**config.mk**
```make
export PLATFORM = sky130hd
export DESIGN_NAME = bus_arbiter_rr
export DESIGN_NICKNAME = d
export VERILOG_FILES = /design/src/rtl/bus_arbiter_rr.sv
export SDC_FILE = /design/constraint.sdc
export NUM_CORES = 1
export LEC_CHECK = 0
export CAP_MARGIN = 20
export CORE_MARGIN = 2
export CORE_UTILIZATION = 50
export DETAILED_ROUTE_END_ITERATION = 6
export PLACE_DENSITY = 0.9
export SYNTH_ARGS = -nofsm -noshare
export SYNTH_HDL_FRONTEND = slang
export SYNTH_SLANG_ARGS = --single-unit
export TNS_END_PERCENT = 10
```
**constraint.sdc**
```tcl
create_clock -name clk -period 3.7 [get_ports clk]
set_input_delay 0.74 -clock clk [delete_from_list [all_inputs] [get_ports clk]]
set_output_delay 0.74 -clock clk [all_outputs]
set_load 0.02 [all_outputs]
```
**src/rtl/bus_arbiter_rr.sv**
```systemverilog
// rtl/bus_arbiter_rr.sv - round-robin / fixed-priority bus arbiter with grant timeout
module bus_arbiter_rr #(
  parameter int N_MASTERS = 4,
  parameter int RR_MODE   = 1,
  parameter int TIMEOUT   = 16
) (
  input  logic                         clk,
  input  logic                         reset_n,
  input  logic [N_MASTERS-1:0]         bus_req,
  input  logic                         bus_ack,
  output logic [N_MASTERS-1:0]         bus_grant,
  output logic [$clog2(N_MASTERS)-1:0] grant_idx,
  output logic                         bus_busy,
  output logic                         timeout_pulse
);

  localparam int IDX_W = $clog2(N_MASTERS);
  localparam int CNT_W = (TIMEOUT > 1) ? $clog2(TIMEOUT) : 1;
  localparam logic [CNT_W-1:0] CNT_LAST = (TIMEOUT > 0) ? CNT_W'(TIMEOUT - 1) : '1;
  localparam logic [CNT_W-1:0] CNT_MAX  = '1;

  typedef enum logic {
    IDLE = 1'b0,
    BUSY = 1'b1
  } state_t;

  state_t               r_state;
  logic [N_MASTERS-1:0] r_grant;
  logic [IDX_W-1:0]     r_idx;
  logic [IDX_W-1:0]     r_ptr;
  logic [CNT_W-1:0]     r_cnt;
  logic                 r_tpulse;

  logic [IDX_W-1:0]     w_base;
  logic [IDX_W-1:0]     w_win;
  logic [IDX_W-1:0]     w_next_ptr;
  logic [IDX_W-1:0]     w_j;
  logic [N_MASTERS-1:0] w_win_oh;
  logic                 w_any;
  logic                 w_expire;
  int                   w_sum;

  // Scan candidates in reverse search order so the first match in search order is the last one written.
  always_comb begin
    w_any  = 1'b0;
    w_win  = '0;
    w_sum  = 0;
    w_j    = '0;
    w_base = (RR_MODE != 0) ? r_ptr : '0;
    for (int k = N_MASTERS - 1; k >= 0; k--) begin
      w_sum = int'(w_base) + k;
      if (w_sum >= N_MASTERS) w_sum = w_sum - N_MASTERS;
      w_j = IDX_W'(w_sum);
      if (bus_req[w_j]) begin
        w_any = 1'b1;
        w_win = w_j;
      end
    end
  end

  always_comb begin
    w_win_oh        = '0;
    w_win_oh[w_win] = 1'b1;
    w_next_ptr      = (int'(w_win) == N_MASTERS - 1) ? '0 : w_win + 1'b1;
  end

  assign w_expire = (TIMEOUT > 0) && (r_cnt == CNT_LAST);

  always_ff @(posedge clk) begin
    if (!reset_n) begin
      r_state  <= IDLE;
      r_grant  <= '0;
      r_idx    <= '0;
      r_ptr    <= '0;
      r_cnt    <= '0;
      r_tpulse <= 1'b0;
    end else begin
      r_tpulse <= 1'b0;
      case (r_state)
        IDLE: begin
          if (w_any) begin
            r_state <= BUSY;
            r_grant <= w_win_oh;
            r_idx   <= w_win;
            r_ptr   <= w_next_ptr;
            r_cnt   <= '0;
          end
        end
        BUSY: begin
          // Ack has priority over an expiring hold counter.
          if (bus_ack) begin
            r_cnt <= '0;
            if (w_any) begin
              r_grant <= w_win_oh;
              r_idx   <= w_win;
              r_ptr   <= w_next_ptr;
            end else begin
              r_state <= IDLE;
              r_grant <= '0;
              r_idx   <= '0;
            end
          end else if (w_expire) begin
            r_state  <= IDLE;
            r_grant  <= '0;
            r_idx    <= '0;
            r_cnt    <= '0;
            r_tpulse <= 1'b1;
          end else if (r_cnt != CNT_MAX) begin
            r_cnt <= r_cnt + 1'b1;
          end
        end
        default: begin
          r_state <= IDLE;
          r_grant <= '0;
          r_idx   <= '0;
        end
      endcase
    end
  end

  always_ff @(posedge clk) begin
    if (reset_n) assert ($onehot0(r_grant));
  end

  assign bus_grant     = r_grant;
  assign grant_idx     = r_idx;
  assign bus_busy      = (r_state == BUSY);
  assign timeout_pulse = r_tpulse;

endmodule

```
# --- Word-level counts from Yosys, hierarchy flattened ---
# Index checks and enable logic that the tools add are counted.
# Widths: inputs -> output; s select.
word_totals:
  rom_bits: 0
  reg_bits: 14
  output_inout_bits: 8
  mem_count: 0
  latch_bits: 0
  ramBits: 0
classes:
  shift: 0
  multipliers: 0
  addsub: 9
  eq_ne: 7
  n_bitwise: 2
  order_cmp: 10
  div_mod_pow: 0
  muxes: 46
  n_reduce_logical: 4
ops:
  columns: ["cell", "n"]
  rows:
  - ["$mux 4", 8]
  - ["$mux 2", 15]
  - ["$pmux 4 s2", 2]
  - ["$lt 2x3->1 const B", 5]
  - ["$mux 1", 13]
  - ["$ge 3x3->1 const B", 3]
  - ["$bmux 1 s2", 4]
  - ["$pmux 2 s2", 2]
  - ["$sub 2x1->2 const B", 4]
  - ["$add 2x2->3 const B", 2]
  - ["$add 4x1->4 const B", 1]
  - ["$eq 4x4->1 const B", 1]
  - ["$ne 2x2->1 const B", 2]
  - ["$ne 4x2->1 const B", 1]
  - ["$ne 4x4->1 const B", 1]
  - ["$reduce_and 2->1", 2]
  - ["$add 2x1->3 const B", 1]
  - ["$ge 2x3->1 const B", 1]
  - ["$ne 3x2->1 const B", 1]
  - ["$reduce_or 3->1", 1]
  - ["$add 2x1->2 const B", 1]
  - ["$demux 1 s2", 1]
  - ["$eq 2x1->1 const B", 1]
  - ["$ge 2x1->1 const B", 1]
  - ["other kinds (3)", 4]

# --- Logic depth before layout (Yosys ltp) ---
logic_depth:
  ltp_word: 16
  ltp_mapped: 7
  depth_no_buf: 7

# --- Worst setup path before layout ---
# Ideal clock, no wire load.
synth_timing:
  kind: "input to register"
  start: "input bus_req[2]"
  end: "register r_ptr[1]"
  setup_slack_ps: 1907
  path_buffers: 0
  cell_stages: 7
  required_ps: 3580
  arrival_time_ps: 1673
  cell_sequence: "and2b_1 > nor3b_1 > o22ai_2 > inv_1 > ha_1 > nand2_1 > a21oi_1"
synth_between:
  elab_chain_cells: 11
  elab_cells_between_ends: 22
  classes_between: "add/sub (1); eq/ne (1); mux (20)"
synth_lines:
  columns: ["element", "line_no", "source"]
  rows:
  - ["start, declared", "9", "input logic [N_MASTERS-1:0] bus_req,"]
  - ["$bmux 1 s2", "54", "if (bus_req[w_j]) begin"]
  - ["$mux 1 (not written as such)", "54", null]
  - ["$mux 2 (3 in series)", "54", null]
  - ["$mux 2 (*)", "54", null]
  - ["$add 2x1->2 or $eq 2x1->1 (tied branches)", "64", "w_next_ptr = (int'(w_win) == N_MASTERS - 1) ? '0 : w_win + 1'b1;"]
  - ["$mux 2 (*)", "64", null]
  - ["via w_next_ptr[1]", "36", "logic [IDX_W-1:0] w_next_ptr;"]
  - ["$mux 2 (*)", "81, 93", null]
  - ["$mux 2", "91", "if (bus_ack) begin"]
  - ["$pmux 2 s2 (*)", "79", "case (r_state)"]
  - ["end signal, assigned", "85", "r_ptr <= w_next_ptr;"]
  - ["end signal, assigned", "96", "r_ptr <= w_next_ptr;"]
  - ["end, declared", "30", "logic [IDX_W-1:0] r_ptr;"]
# Mark *: on every way through the listed nets, which the timed path passes. The rest lies on a longest branch. The select of a mux whose other input is x is not followed.
# A chain may end at the register's enable or synchronous reset.

# --- Worst setup path after layout ---
layout_timing:
  start: "input bus_req[0]"
  end: "register r_ptr[1]"
# Same word-level chain as after synthesis.

==> flow_metrics.tcl <==
set metrics [dict create \
    outcome "finished, final reports clean" \
    grt_usage 0.189 \
    final_area_um2 861 \
    min_to "grant_idx[0]" \
    crit_required_ns 3.86 \
    cts_tree "yes" \
    clkLatencyLatePin_ns 0.27 \
    clk_pin_slew_ns 0.07 \
    critPathLaunchType "primary input" \
    die_y_um 41.0 \
    io_pins 15 \
    die_width_um 41.0 \
    hold_buffers 0 \
    slew_viol_final 0 \
    criticalPathCategory "primary input to register" \
    cts_buffers 3 \
    drc 0 \
    r2r_start "bus_busy" \
    reg2reg_depth 4 \
    viasPerCell 5.70 \
    final_core_util 0.670 \
    place_hpwl_um 987 \
    cts_resized 0 \
    grt_pass1_wl_um 1950 \
    overflow 0 \
    hold_start "grant_idx[0]" \
    wl_um 1230 \
    hold_path.class "register to register" \
    finalSetupViolCount 0 \
    worst_slew_pin_slew_ns 0.653 \
    netlist_area_um2 684 \
    grt_max_degree 10 \
    antenna_left 0 \
    arrival_ns 2.34 \
    via_count 553 \
    leakage_uw 0.000346 \
    antenna_found_initial 0 \
    finalHoldViolations 0 \
    drive_gt1_frac 0.122 \
    fmax_mhz 459 \
    wl_per_cell_um 12.7 \
    path_max_fanout 5 \
    ys_ff_latch 14 \
    critPathCaptureType "register" \
    area_growth_pct 25.8 \
    rr_endpoint "r_cnt[3]" \
    setup_tns_ns 0 \
    clock_sinks 14 \
    netlist_instances 66 \
    relSlewSlack 0.564 \
    place_area_um2 838 \
    core_area_mm2 0.00128 \
    num_antenna_cells 0 \
    grt_pass1_vias 476 \
    ys.flop_type "dfxtp_1" \
    synth_nets 78 \
    fin_nets 96 \
    htree_levels 1 \
    synth-seq-area-share 0.410 \
    start_util 0.533 \
    min_period_over_period 0.589 \
    post-cts-setup-buffers 0 \
    cts_root_buf "clkbuf_4" \
    rsz0062_at_grt "false" \
    dieArea_mm2 0.00168 \
    clockBufferDepth 2 \
    io_buffer_count 14 \
    ys.warnings.count 0 \
    synth_cell_types 31 \
    ir_drop_v 0.000302 \
    min_path_cells 1 \
    synth-async-reset-ratio 0 \
    reg2reg_setup_slack_ns 2.06 \
    first_pass_iters 2 \
    globalplace.congestion 0.761 \
    min_period_ns 2.18 \
    fin_skew_ns 0.00442 \
    avgSynthCellArea_um2 10.4 \
    drt_iter0_drc 5 \
    synth_edf_count 0 \
    finalPower_uw 349 \
    cap_violations 0 \
    rows 13 \
    power.density_mw_per_mm2 405 \
]
cells in the mapped netlist (all sizes together), types with 2 or more instances:
cell	number	area (um2)
ha	5	62.6
dfxtp	14	280
nor3	2	15.0
nand3	3	25.0
nor2	3	11.3
nor4	2	27.5
inv	4	15.0
nand2	5	21.3
a31oi	2	12.5
and2b	2	15.0
a21oi	2	10.0
a22o	5	43.8
nor2b	3	18.8
cell type report:
| class | instances | area (um2) |
|---|---|---|
| timing repair buffer | 14 | 140 |
| tap | 15 | 18.8 |
| fill | 101 | 424 |
| inverter | 4 | 15.0 |
| clock buffer | 3 | 22.5 |
| multi-input combinational | 47 | 384 |
| sequential | 14 | 280 |
cells in the final DEF (no fill, tap or decap), drive strengths merged:
cell type	count
or2	1
nor2b	3
and3	1
ha	5
nand3	3
o22ai	1
nor3	2
o2bb2ai	1
a21boi	1
mux2i	1
nor4	2
nand2	5
clkbuf	3
nor3b	1
dfxtp	14
and2b	2
o221a	1
nand2b	1
a22o	5
inv	4
nor2	3
a31oi	2
o32a	1
o21ai	1
a32oi	1
a311oi	1
a21oi	2
clkdlybuf4s50	14
cells by family after synthesis:
group / after synthesis / share of synthesized area
AND/OR/NAND/NOR: 24 / 0.234
adder cells (fa/ha/maj): 5 / 0.0914
multiplexers: 1 / 0.0146
AO/OA/AOI/OAI: 17 / 0.221
flip-flops: 14 / 0.410
buffers and inverters: 5 / 0.0292
worst max path at each step:
stage	from	to	slack [ns]	cells past startpoint
global route	bus_req[0]	r_ptr[1]	1.43	8
floorplan	bus_req[2]	r_ptr[1]	1.91	7
finish	bus_req[0]	r_ptr[1]	1.52	8
CTS	bus_req[0]	r_ptr[1]	1.52	8
global placement	bus_req[0]	r_ptr[1]	1.31	8
detailed placement	bus_req[0]	r_ptr[1]	1.22	8
critical path, stage by stage:
cell and delay (ns):
clkdlybuf4s50_1 0.57, nor2b_1 0.18, nor3b_1 0.08, o22ai_2 0.24, inv_1 0.12, ha_1 0.30, nand2_1 0.06, a21oi_1 0.06
per-layer routing:
metal | GRT usage | part of all wire | up-vias
li1 | - | - | 279
met1 | 0.193 | 0.43 | 261
met2 | 0.320 | 0.52 | 11
met3 | 0.0978 | 0.042 | 2
met4 | 0.0750 | 0.0098 | 0
met5 | 0 | 0 | -
power breakdown:
| group | internal (uW) | switching, uW |
|---|---|---|
| registers | 164 | 9.17 |
| logic | 45.7 | 47.6 |
| clock network | 37.7 | 44.4 |
| total | 248 | 101 |
through the flow:
step	hold WS, ns	std cells	worst slack (ns)
after global routing	0.496	97	1.43
after CTS	0.478	97	1.52
after floorplan	0.439	66	1.91
after detailed placement	0.454	94	1.22
after global placement	0.451	94	1.31
final	0.471	97	1.52
sequential cells by signal, indices dropped and copies added (netlist names):
signal	count
grant_idx	2
r_ptr	2
r_cnt	4
bus_busy	1
bus_grant	4
timeout_pulse	1
Power figures use the tool's default switching activity.
